File: src/rtl/div_seq_ctrl_pkg.sv
// Shared types for the sequential divide controller: FSM states,
// one-hot operation codes and the op decode helper.
package div_seq_ctrl_pkg;

  localparam int DIV_OP_WID = 4;

  // One-hot {mod_wu, div_wu, mod_w, div_w} as presented by Execute.
  localparam logic [DIV_OP_WID-1:0] OP_DIV_W  = 4'b0001;
  localparam logic [DIV_OP_WID-1:0] OP_MOD_W  = 4'b0010;
  localparam logic [DIV_OP_WID-1:0] OP_DIV_WU = 4'b0100;
  localparam logic [DIV_OP_WID-1:0] OP_MOD_WU = 4'b1000;

  typedef enum logic [2:0] {
    S_IDLE = 3'd0,
    S_PREP = 3'd1,
    S_CALC = 3'd2,
    S_FIX  = 3'd3,
    S_DONE = 3'd4
  } div_state_e;

  typedef struct packed {
    logic is_div;     // 1: quotient, 0: remainder
    logic is_signed;  // 1: two's-complement operands
  } div_op_t;

  // Malformed (non one-hot) codes fall back to signed divide.
  function automatic div_op_t decode_op(input logic [DIV_OP_WID-1:0] op);
    div_op_t d;
    case (op)
      OP_DIV_W:  d = '{is_div: 1'b1, is_signed: 1'b1};
      OP_MOD_W:  d = '{is_div: 1'b0, is_signed: 1'b1};
      OP_DIV_WU: d = '{is_div: 1'b1, is_signed: 1'b0};
      OP_MOD_WU: d = '{is_div: 1'b0, is_signed: 1'b0};
      default:   d = '{is_div: 1'b1, is_signed: 1'b1};
    endcase
    return d;
  endfunction

endpackage

File: src/rtl/div_seq_ctrl_step.sv
// One restoring-division step: shift {rem,quo} left by one, try to
// subtract the divisor from the partial remainder, keep the result if
// it did not go negative and shift the outcome bit into the quotient.
module div_step #(
  parameter int WID = 32
) (
  input  logic [WID-1:0] i_rem,
  input  logic [WID-1:0] i_quo,
  input  logic [WID-1:0] i_dvs,
  output logic [WID-1:0] o_rem,
  output logic [WID-1:0] o_quo
);

  logic [WID:0]   w_shift;
  logic [WID+1:0] w_trial;
  logic           w_ge;

  // Partial remainder is always below the divisor, so the shifted value
  // fits WID+1 bits; one extra bit on the trial carries its sign.
  always_comb begin
    w_shift = {i_rem, i_quo[WID-1]};
    w_trial = {1'b0, w_shift} - {2'b00, i_dvs};
    w_ge    = ~w_trial[WID+1];
    o_rem   = w_ge ? w_trial[WID-1:0] : w_shift[WID-1:0];
    o_quo   = {i_quo[WID-2:0], w_ge};
  end

endmodule

File: src/rtl/div_seq_ctrl.sv
// Multi-cycle DIV.W/MOD.W/DIV.WU/MOD.WU sequencer for the Execute stage.
// Takes one request, runs WID restoring steps on magnitudes, applies the
// sign fix and holds the result until Execute consumes it.
module div_seq_ctrl
  import div_seq_ctrl_pkg::*;
#(
  parameter int WID = 32
) (
  input  logic                  clk,
  input  logic                  rstn,
  input  logic                  req_valid,
  input  logic [DIV_OP_WID-1:0] req_op,
  input  logic [WID-1:0]        src1,
  input  logic [WID-1:0]        src2,
  output logic                  req_ready,
  input  logic                  flush,
  output logic                  res_valid,
  input  logic                  res_ready,
  output logic [WID-1:0]        result,
  output logic                  busy
);

  localparam int CW = (WID > 1) ? $clog2(WID) : 1;
  localparam logic [CW-1:0] LAST_STEP = CW'(WID - 1);

  div_state_e     r_state, w_next;
  logic [CW-1:0]  r_cnt;
  logic [WID-1:0] r_a, r_b, r_rem, r_quo, r_result;
  div_op_t        r_op;
  logic           r_q_neg, r_r_neg;
  logic           w_accept;
  logic [WID-1:0] w_abs_a, w_abs_b, w_rem_n, w_quo_n;

  div_step #(.WID(WID)) u_step (
    .i_rem (r_rem),
    .i_quo (r_quo),
    .i_dvs (r_b),
    .o_rem (w_rem_n),
    .o_quo (w_quo_n)
  );

  assign w_abs_a = (r_op.is_signed && r_a[WID-1]) ? -r_a : r_a;
  assign w_abs_b = (r_op.is_signed && r_b[WID-1]) ? -r_b : r_b;
  assign result  = r_result;

  // State register
  always_ff @(posedge clk or negedge rstn) begin
    // NOTE: clocked state uses non-blocking assignments so every register
    // samples pre-edge values regardless of block evaluation order.
    if (!rstn) r_state <= S_IDLE;
    else       r_state <= w_next;
  end

  // Next-state decode and handshake outputs; flush overrides every transition
  always_comb begin
    // NOTE: every output gets a default before the case so no path
    // leaves a signal unassigned and infers a latch.
    w_next    = r_state;
    w_accept  = 1'b0;
    req_ready = 1'b0;
    res_valid = 1'b0;
    busy      = (r_state != S_IDLE);
    case (r_state)
      S_IDLE: begin
        // Gated by rstn so nothing is offered while reset is held.
        req_ready = rstn & ~flush;
        if (req_valid && req_ready) begin
          w_accept = 1'b1;
          w_next   = S_PREP;
        end
      end
      S_PREP:  w_next = (r_b == '0) ? S_DONE : S_CALC;
      S_CALC:  if (r_cnt == LAST_STEP) w_next = S_FIX;
      S_FIX:   w_next = S_DONE;
      S_DONE: begin
        res_valid = 1'b1;
        if (res_ready) w_next = S_IDLE;
      end
      default: w_next = S_IDLE;
    endcase
    if (flush) w_next = S_IDLE;
  end

  // Datapath: operand capture, magnitude prep, iteration and sign fix
  always_ff @(posedge clk or negedge rstn) begin
    // NOTE: datapath registers are reset too so result reads 0 out of
    // reset and no stale operand survives an abort by reset.
    if (!rstn) begin
      r_cnt    <= '0;
      r_a      <= '0;
      r_b      <= '0;
      r_rem    <= '0;
      r_quo    <= '0;
      r_result <= '0;
      r_op     <= '0;
      r_q_neg  <= 1'b0;
      r_r_neg  <= 1'b0;
    end else begin
      case (r_state)
        S_IDLE: begin
          if (w_accept) begin
            r_a  <= src1;
            r_b  <= src2;
            r_op <= decode_op(req_op);
          end
        end
        S_PREP: begin
          if (r_b == '0) begin
            // Divide by zero: all-ones quotient, original dividend as remainder.
            r_result <= r_op.is_div ? '1 : r_a;
          end else begin
            r_rem   <= '0;
            r_quo   <= w_abs_a;
            r_b     <= w_abs_b;
            r_cnt   <= '0;
            r_q_neg <= r_op.is_signed & (r_a[WID-1] ^ r_b[WID-1]);
            r_r_neg <= r_op.is_signed & r_a[WID-1];
          end
        end
        S_CALC: begin
          r_rem <= w_rem_n;
          r_quo <= w_quo_n;
          r_cnt <= r_cnt + CW'(1);
        end
        S_FIX: begin
          // INT_MIN/-1 falls out naturally: magnitude 2^(WID-1), no negation.
          if (r_op.is_div) r_result <= r_q_neg ? -r_quo : r_quo;
          else             r_result <= r_r_neg ? -r_rem : r_rem;
        end
        default: ;
      endcase
    end
  end

endmodule
File: config.mk
export PLATFORM = sky130hd
export DESIGN_NAME = div_seq_ctrl
export DESIGN_NICKNAME = d
export VERILOG_FILES = /design/src/rtl/div_seq_ctrl_pkg.sv /design/src/rtl/div_seq_ctrl_step.sv /design/src/rtl/div_seq_ctrl.sv
export SDC_FILE = /design/constraint.sdc
export NUM_CORES = 1
export LEC_CHECK = 0
export BUFFER_PORTS_ARGS = -buffer_cell sky130_fd_sc_hd__buf_2
export CAP_MARGIN = 20
export CORE_ASPECT_RATIO = 1.1
export CORE_MARGIN = 1
export CORE_UTILIZATION = 58
export CTS_CLUSTER_DIAMETER = 40
export DETAILED_ROUTE_END_ITERATION = 10
export HOLD_SLACK_MARGIN = 0.06
export PLACE_DENSITY = 0.74
export SLEW_MARGIN = 20
export SYNTH_ARGS = -nofsm -noshare
export SYNTH_HDL_FRONTEND = slang
export SYNTH_SLANG_ARGS = --single-unit
File: constraint.sdc
create_clock -name clk -period 5.8 [get_ports clk]
set_input_delay 1.16 -clock clk [delete_from_list [all_inputs] [get_ports clk]]
set_output_delay 1.16 -clock clk [all_outputs]
set_load 0.02 [all_outputs]
==> results of run 1 <==
-- area by class of cell --
| cell class | count | area, um^2 | share of cell area |
|---|---|---|---|
| Timing Repair Buffer | 125 | 689.4 | 0.05231 |
| Inverter | 52 | 195.2 | 0.01481 |
| Sequential cell | 172 | 4305 | 0.3267 |
| Multi-Input combinational cell | 1083 | 7044 | 0.5345 |
| Tap cell | 252 | 315.3 | 0.02392 |
| Clock inverter | 13 | 187.7 | 0.01424 |
| Clock buffer | 19 | 442.9 | 0.03361 |
-- sequential cells by signal, indices dropped and copies added (netlist names) --
register and count:
r_r_neg 1, r_cnt 5, result 32, r_b 32, r_q_neg 1, r_state 3, r_rem 32, r_op 2
r_a 32, r_quo 32
-- cells by family (layout without fill, tap and decap cells) --
logic type | Yosys count | in the layout | synth area share
AOI/OAI and AO/OA | 447 | 447 | 0.2365
and+or+nand+nor | 422 | 422 | 0.1757
DFF | 172 | 172 | 0.3634
buffers and inverters | 137 | 209 | 0.04385
xor gates and xnor gates | 120 | 120 | 0.08875
muxes | 55 | 55 | 0.04997
adders and majority gates | 39 | 39 | 0.04184
-- power groups by stage --
stage	Sequential [mW]	Combinational, mW	Clock [mW]
floorplan	1.81	1.22	0
global placement	1.91	1.54	0
detailed placement	1.92	1.57	0
CTS	1.91	1.59	1.25
global route	1.97	1.78	1.31
finish	1.92	1.60	1.25
-- per-stage QoR --
| stage | area [um^2] | utilization | std cells |
|---|---|---|---|
| finish | 13180 | 0.6613 | 1716 |
| global route | 13180 | 0.6613 | 1716 |
| CTS | 13180 | 0.6613 | 1716 |
| detailed placement | 12550 | 0.6296 | 1684 |
| global placement | 12530 | 0.6286 | 1683 |
| floorplan | 11840 | - | 1392 |
-- final timing paths --
| check | startpoint | to | slack [ns] | cells after the start |
|---|---|---|---|---|
| hold / removal | result[27] | result[27] | 0.48 | 2 |
| hold reg to reg | result[27] | result[27] | 0.48 | 2 |
| setup / recovery | r_b[4] | r_rem[25] | 2.04 | 11 |
| max in group asynchronous | rstn | r_b[15] | 3.95 | 2 |
| setup reg to reg | r_b[4] | r_rem[25] | 2.04 | 11 |
| min in group asynchronous | rstn | result[5] | 0.69 | 1 |
-- cell usage after synthesis (4+ instances only) --
cell	number	area, um^2
a31oi_1	19	118.9
a21oi_1	100	500.5
o21bai_1	6	45.04
o221ai_1	4	35.03
inv_1	52	195.2
o211ai_1	22	165.2
nand2b_1	11	68.82
o22ai_1	22	137.6
mux2i_1	22	220.2
or4_1	10	75.07
nand3_1	51	255.2
nor3b_1	6	45.04
o41ai_1	13	113.9
a211oi_1	6	45.04
buf_1	4	15.01
ha_1	38	475.5
xnor2_1	69	604.3
a22oi_1	27	202.7
or3_1	24	150.1
o31ai_1	28	210.2
nor4_1	20	125.1
mux2_2	33	371.6
a21o_1	15	112.6
nor2b_1	5	31.28
and3_1	6	37.54
xor2_1	51	446.7
and2_1	11	68.82
o21ai_0	139	695.7
nor3_1	41	205.2
clkbuf_1	77	289.0
o21a_1	4	30.03
nand4_1	8	50.05
dfrtp_1	172	4304
nand2_1	117	439.2
nor2_1	94	352.8
a221o_1	18	180.2
buf_2	4	20.02
-- layer usage --
metal  wire (um)  GRT usage
met1       14090     0.4326
met2       15420     0.5221
met3        2168    0.05578
met4         981     0.1161
met5           0          0
-- critical path: stages (launching register included) --
cell	delay, ns
dfrtp_1	0.39
inv_1	0.12
ha_1	0.38
a21o_1	0.22
a211o_1	0.28
o21ai_0	0.50
a211oi_1	0.21
nor3_1	0.65
o21ai_2	0.11
buf_4	0.25
nand2_1	0.33
o21ai_0	0.17
==> summary.txt, run 1 <==
# IOs - 108
Fill cells - 1690
drt pass-1 iters - 9
vias in the first global route - 10470
number of synthesized flops with an enable pin - 0
Die Wd - 138.2 um
DR DRC count - 12
Period Utilization, post-route - 0.6479
Syn Inst Count - 1392
syn_nets - 1504
DP Worst Slack - 2.118 ns
critical path peak fanout - 21
CTS tree - done
row cnt - 54
largest net degree at the start of global routing - 79
H-tree depth - 4
final setup TNS - 0 ns
VDD IR max - 0.2226 mV
Final setup viols - 0
antenna violations before repair - 0
Yosys reg bits - 172
status - finished with violations
max_slew headroom - 0.3058
area of the die - 20990 um^2
# diodes - 0
failing checks - design-rule violations
Layout Skew - 0.01141 ns
CTS clk-pin slew, worst paths - 0.07 ns
Worst Hold Class - reg2reg
WP data required - 6.09 ns
grt ovf - 0
PwrDens - 362.1 nW/um^2
Clock Sink Count - 172
Yosys warnings - 0
wire length per cell - 19.03 um
Seq pwr share - 0.403
clk buf depth - 2
nets - 1563
post-cts hold buffer count - 0
fin worst setup slack - 2.042 ns
clock tree root driver cell - clkbuf_16
GPL Wtd Cong - 0.9019
most frequent cells in the layout - dfrtp_1, o21ai_0, nand2_1
overall routed net length - 32650 um
clock power share - 0.261
Post-DRT Antenna Nets - 0
Most used DFF post-synth - dfrtp_1
Net Switching - 1.862 mW
DR iter-0 viols - 807
mean post-synth cell area - 8.508 um^2
HPWL after DPL - 22780 um
Slew @ Worst Pin - 1.041 ns
Layout area overhead - 11.29%
via count - 10940
number of buffers created by CTS - 17
synthesized area - 11840 um^2
Async SR Flop Fraction - 1.000
Pleak - 5.800 nW
RSZ-0062 raised after global routing - no
initial core utilization - 0.5942
post-CTS setup repair buffer count - 0
Skew-Pair Late Insertion Delay - 0.44 ns
crit path kind - reg2reg
gr usage total - 0.3214
commonest non-fill, non-tap cell in the layout - dfrtp_1
Max Fclk - 266.1 MHz
Hold Worst Slack - 0.4755 ns
Comb pwr share - 0.336
Pint - 2.911 mW
switch share - 0.3902
Max-Cap Viols - 0
Unique masters post-synth - 65
register area share after synthesis - 0.3634
post-CTS sizing - 0
final number of hold-violating endpoints - 0
WP data arrival - 4.05 ns
first-pass GRT wire length - 54390 um
Die Y - 151.9 um
Final Power - 4.773 mW
min Tclk post-route - 3.758 ns
layout cells sized above 1 - 0.1441
routed vias/inst - 6.377
number of port buffers - 107
Core ar. - 19930 um^2
Worst setup SP type - register
Max Slew Vio Count - 0
Setup crit end kind - register
Power figures use the tool's default switching activity.
==> run 2, diff against run 1 <==
- CORE_UTILIZATION: 58 -> 55
- clock period: 5.8 -> 3.37 ns (I/O delays scaled with it)
==> summary.txt, run 2 (synthesized netlist as in run 1, its figures left out) <==
Post-DRT Antenna Nets - 0 (unchanged)
Layout area overhead - 13.18%
Placed Cells - 1740 (+3.3%)
status - finished, final reports clean
max_slew headroom - 0.3425 (+0.03665)
via count - 11110 (+1.6%)
# diodes - 0 (unchanged)
Post-Route M1 WL - 14770 um (+4.8%)
min Tclk post-route - 3.186 ns (-0.5712 ns)
WP data arrival - 3.55 ns (-0.50 ns)
grt ovf - 0 (unchanged)
Worst Hold Class - in2async
DR iter-0 viols - 1068 (+32%)
overall routed net length - 33610 um (+2.9%)
PwrDens - 613.0 nW/um^2 (+69%)
Die Wd - 141.9 um (+2.7%)
HPWL after DPL - 23950 um (+5.1%)
Max Slew Vio Count - 0 (unchanged)
H-tree depth - 4 (unchanged)
VDD IR max - 0.3544 mV (+59%)
clk buf depth - 2 (unchanged)
routed vias/inst - 6.272 (-1.6%)
GPL Wtd Cong - 0.9240 (+2.5%)
Core ar. - 20850 um^2 (+4.6%)
Fill cells - 1764 (+4.4%)
Post-Place Cell Area - 12770 um^2 (+1.8%)
Final Power - 8.217 mW (+72%)
nets - 1586 (+1.5%)
Max Fclk - 313.8 MHz (+18%)
Period Utilization, post-route - 0.9455 (+0.2977)
layout cells sized above 1 - 0.1580 (+0.01391)
crit path kind - reg2reg
initial core utilization - 0.5680 (-0.02621)
wire length per cell - 18.97 um (-0.33%)
Final setup viols - 0 (unchanged)
commonest non-fill, non-tap cell in the layout - dfrtp_1
area of the die - 22120 um^2 (+5.4%)
Skew-Pair Late Insertion Delay - 0.45 ns (about the same)
met2 wire length - 15930 um (+3.3%)
antenna violations before repair - 0 (unchanged)
Setup crit end kind - register
vias in the first global route - 10480 (+0.067%)
number of port buffers - 107 (unchanged)
DR DRC count - 0 (-12)
clock tree root driver cell - clkbuf_16
gr usage total - 0.3113 (-0.01008)
Worst setup SP type - register
final number of hold-violating endpoints - 0 (unchanged)
# IOs - 108 (unchanged)
Highest Signal Layer - met4
Slew @ Worst Pin - 0.9863 ns (-0.05497 ns)
finished layout cell area - 13400 um^2 (+1.7%)
most frequent cells in the layout - dfrtp_1, o21ai_0, nand2_1
routed wire length on met3 - 2040 um (-5.9%)
Pleak - 5.902 nW (+1.8%)
CTS clk-pin slew, worst paths - 0.07 ns (about the same)
WP data required - 3.73 ns (-2.36 ns)
RSZ-0062 raised after global routing - no
first-pass GRT wire length - 54180 um (-0.39%)
largest net degree at the start of global routing - 70 (-11%)
critical path peak fanout - 5 (-76%)
number of buffers created by CTS - 17 (unchanged)
Clock Sink Count - 172 (unchanged)
row cnt - 55 (+1.9%)
drt pass-1 iters - 6 (-3)
final setup TNS - 0 ns (unchanged)
Die Y - 155.9 um (+2.7%)
CTS tree - done
Layout Skew - 0.01308 ns (+0.001667 ns)
Max-Cap Viols - 0 (unchanged)
Non-Filler Instances - 1772 (+3.3%)
run 2: cell count changes in the layout (fill, tap and decap cells not counted), moves of 2 or more:
cell        before  now
buf_4           17   39
clkinv_2         3    0
clkinv_4         3    1
clkinvlp_4       0    3
inv_8            0    2
run 2: worst paths after layout:
check                            from         end  slack, ns  cells after the start
max in group asynchronous        rstn     r_op[1]       1.61                      3
max reg2reg                    r_b[0]   r_rem[26]       0.18                     11
min                              rstn  result[13]       0.37                      2
min reg2reg                result[14]  result[14]       0.49                      2
min in group clk                flush  r_state[2]       0.44                      2
max                            r_b[0]   r_rem[26]       0.18                     11
run 2: layout make-up:
class,count,area [um^2],share of cell area
multi-input cells,1083,7049,0.5260
well taps,285,356.6,0.02661
flip-flops and latches,172,4305,0.3212
clock inverters,13,178.9,0.01335
clock buffers,19,442.9,0.03305
inverters,52,195.2,0.01456
repair buffers,148,874.6,0.06525
run 2: timing repair:
action	in CTS	in global routing
endpoints found under the setup margin	0	30
setup buffers	0	0
hold buffers	0	0
resized for setup	0	2
run 2: layer usage:
metal | vias to the layer above | GRT usage
li1 | 5268 | -
met1 | 5343 | 0.4153
met2 | 443 | 0.5109
met3 | 60 | 0.04604
met4 | 0 | 0.1178
met5 | - | 0
run 2: power by group:
part | total [mW] | internal, mW | switching (mW)
Clock | 2.12 | 1.21 | 0.914
Combinational | 2.77 | 1.22 | 1.55
Sequential | 3.32 | 2.55 | 0.775
run 2: metrics by stage:
stage | utilization | setup slack (ns) | hold WS [ns]
finish | 0.6428 | 0.1836 | 0.3657
global route | 0.6428 | 0.02630 | 0.4205
CTS | 0.6425 | 0.1057 | 0.3962
detailed placement | 0.6127 | 0.1793 | 0.4833
global placement | 0.6127 | 0.2968 | 0.4635
floorplan | - | 0.4123 | 0.3784
run 2: critical path, stage by stage (launching register included):
cell and delay, ns:
dfrtp_1 0.44, ha_1 0.24, inv_1 0.07, fa_1 0.23, a211oi_1 0.09, o21a_1 0.23, o21bai_1 0.23, a21oi_1 0.14
o41ai_1 0.84, a311oi_1 0.25, xor2_1 0.18, o21ai_0 0.16
==> run 3, diff against run 2 <==
- BUFFER_PORTS_ARGS: -buffer_cell sky130_fd_sc_hd__buf_2 -> default
- CORE_UTILIZATION: 55 -> 58
- CTS_CLUSTER_SIZE: default -> 14
- DONT_BUFFER_PORTS: default -> 1
- PLACE_DENSITY: 0.74 -> 0.72
- RECOVER_POWER: default -> 50
==> summary.txt, run 3 (synthesized netlist as in run 1, its figures left out) <==
Final Power - 7.907 mW (-3.8%)
first-pass GRT wire length - 53500 um (-1.2%)
max_slew headroom - 0.3671 (+0.02465)
Skew-Pair Late Insertion Delay - 0.43 ns (-0.02 ns)
# diodes - 0 (unchanged)
antenna violations before repair - 0 (unchanged)
clock tree root driver cell - clkbuf_16
status - finished with violations
VDD IR max - 0.4576 mV (+29%)
Post-DRT Antenna Nets - 0 (unchanged)
nets - 1483 (-6.5%)
Max Slew Vio Count - 0 (unchanged)
crit-path leading delay family - simple AND/OR/NAND/NOR gates
Pleak - 5.435 nW (-7.9%)
Worst Hold Class - in2async
clk buf depth - 2 (unchanged)
crit path buf inv count - 0 (-1)
number of port buffers - 0 (-100%)
GPL Wtd Cong - 0.9156 (-0.91%)
final number of hold-violating endpoints - 172 (+172)
Core ar. - 19930 um^2 (-4.4%)
Reg area - 4305 um^2 (unchanged)
Die Y - 151.9 um (-2.6%)
gr usage total - 0.3204 (+0.009075)
Multi-input gate area - 7051 um^2 (about the same)
largest net degree at the start of global routing - 174 (+150%)
HPWL after DPL - 23420 um (-2.2%)
PwrDens - 617.6 nW/um^2 (+0.75%)
crit path cell chain - or4_1 > nor4_1 > or3b_2 > o21ai_0 > xor2_1 > a21oi_1 > o22ai_1 > o21ai_0
CTS clk-pin slew, worst paths - 0.07 ns (about the same)
wire length per cell - 20.09 um (+5.9%)
row cnt - 54 (-1.8%)
Period Utilization, post-route - 0.9382 (-0.007297)
DR DRC count - 26 (+26)
Worst R2R End - result[27]
crit path kind - reg2reg
Final Core Density - 0.6423 (about the same)
initial core utilization - 0.5942 (+0.02621)
Layout Skew - 0.01184 ns (-0.001238 ns)
H-tree depth - 4 (unchanged)
overall routed net length - 32860 um (-2.2%)
Max-Cap Viols - 0 (unchanged)
WP data required - 3.63 ns (-0.10 ns)
Layout area overhead - 8.104%
layout cells sized above 1 - 0.09321 (-0.06483)
area of the die - 20990 um^2 (-5.1%)
drt pass-1 iters - 8 (+2)
routed vias/inst - 6.521 (+4.0%)
DR iter-0 viols - 980 (-8.2%)
failing checks - design-rule violations, negative hold slack
min Tclk post-route - 3.162 ns (-0.02459 ns)
via count - 10670 (-4.0%)
Setup crit end kind - register
Worst setup SP type - register
Final setup viols - 0 (unchanged)
Hold Worst Slack - -0.05999 ns (-0.4257 ns)
most frequent cells in the layout - dfrtp_1, o21ai_0, nand2_1
critical path peak fanout - 7 (+2)
Slew @ Worst Pin - 0.9458 ns (-0.04047 ns)
Fill cells - 1698 (-3.7%)
commonest non-fill, non-tap cell in the layout - dfrtp_1
vias in the first global route - 10210 (-2.6%)
number of buffers created by CTS - 17 (unchanged)
worst stage delay on the critical path - 0.60 ns (-0.24 ns)
CTS tree - done
WP data arrival - 3.42 ns (-0.13 ns)
# IOs - 108 (unchanged)
Max Fclk - 316.3 MHz (+0.78%)
R2R cell count - 8 (-3)
Most common cell on crit path - o21ai_0
grt ovf - 0 (unchanged)
R2R setup slack - 0.21 ns (+0.02 ns)
slowest CP cell - or4_1
Die Wd - 138.2 um (-2.6%)
worst r2r src - r_rem[11]
Clock Sink Count - 172 (unchanged)
## run 3: cell count changes in the layout (fill, tap and decap cells not counted), sizes merged
cell	change
buf	-103
bufinv	-1
clkbuf	+2
clkinv	+4
inv	-5
## run 3: where the power goes
group / switching, mW / internal, mW
clock network: 0.857 / 1.09
logic: 1.39 / 1.14
registers: 0.875 / 2.55
total: 3.12 / 4.78
## run 3: worst max path at each step
| stage | startpoint | endpoint | slack, ns | cells after the start |
|---|---|---|---|---|
| global route | r_b[6] | r_rem[3] | -0.006 | 13 |
| detailed placement | r_b[6] | r_rem[4] | 0.21 | 12 |
| global placement | r_b[4] | r_rem[27] | 0.30 | 11 |
| CTS | r_b[4] | r_rem[15] | 0.19 | 11 |
| finish | r_rem[11] | result[27] | 0.21 | 8 |
| floorplan | r_b[4] | r_rem[0] | 0.41 | 11 |
## run 3: timing repair
| action | CTS | global route |
|---|---|---|
| gates resized for setup | 0 | 3 |
| setup buffers | 0 | 1 |
| endpoints found under the hold margin | 172 | 172 |
| setup endpoints to repair | 0 | 32 |
## run 3: area by class of cell
cell class / count / area share
multi-input cells: 1083 / 0.5507
flip-flops and latches: 172 / 0.3363
clock buffers: 21 / 0.03440
repair buffers: 45 / 0.02932
well taps: 252 / 0.02463
inverters: 52 / 0.01525
clock inverters: 11 / 0.009382
## run 3: routing by layer
metal | vias to the layer above | GRT usage | routed length [um]
li1 | 5054 | - | -
met1 | 5137 | 0.4315 | 14430
met2 | 400 | 0.5126 | 15330
met3 | 78 | 0.04790 | 1849
met4 | 0 | 0.1450 | 1260
met5 | - | 0 | 0
## run 3: through the flow
step	cell area, um^2	cells	setup WS [ns]	setup TNS, ns
global placement	12230	1603	0.3010	0
finish	12800	1636	0.2082	0
floorplan	11840	1392	0.4123	0
detailed placement	12230	1603	0.2087	0
CTS	12790	1635	0.1886	0
global route	12800	1636	-0.006468	-0.008362
## run 3: worst reg2reg max path, cell delays in order (launching register included)
cell     delay, ns
dfrtp_1       0.46
or4_1         0.61
nor4_1        0.35
or3b_2        0.58
o21ai_0       0.23
xor2_1        0.25
a21oi_1       0.11
o22ai_1       0.26
o21ai_0       0.14
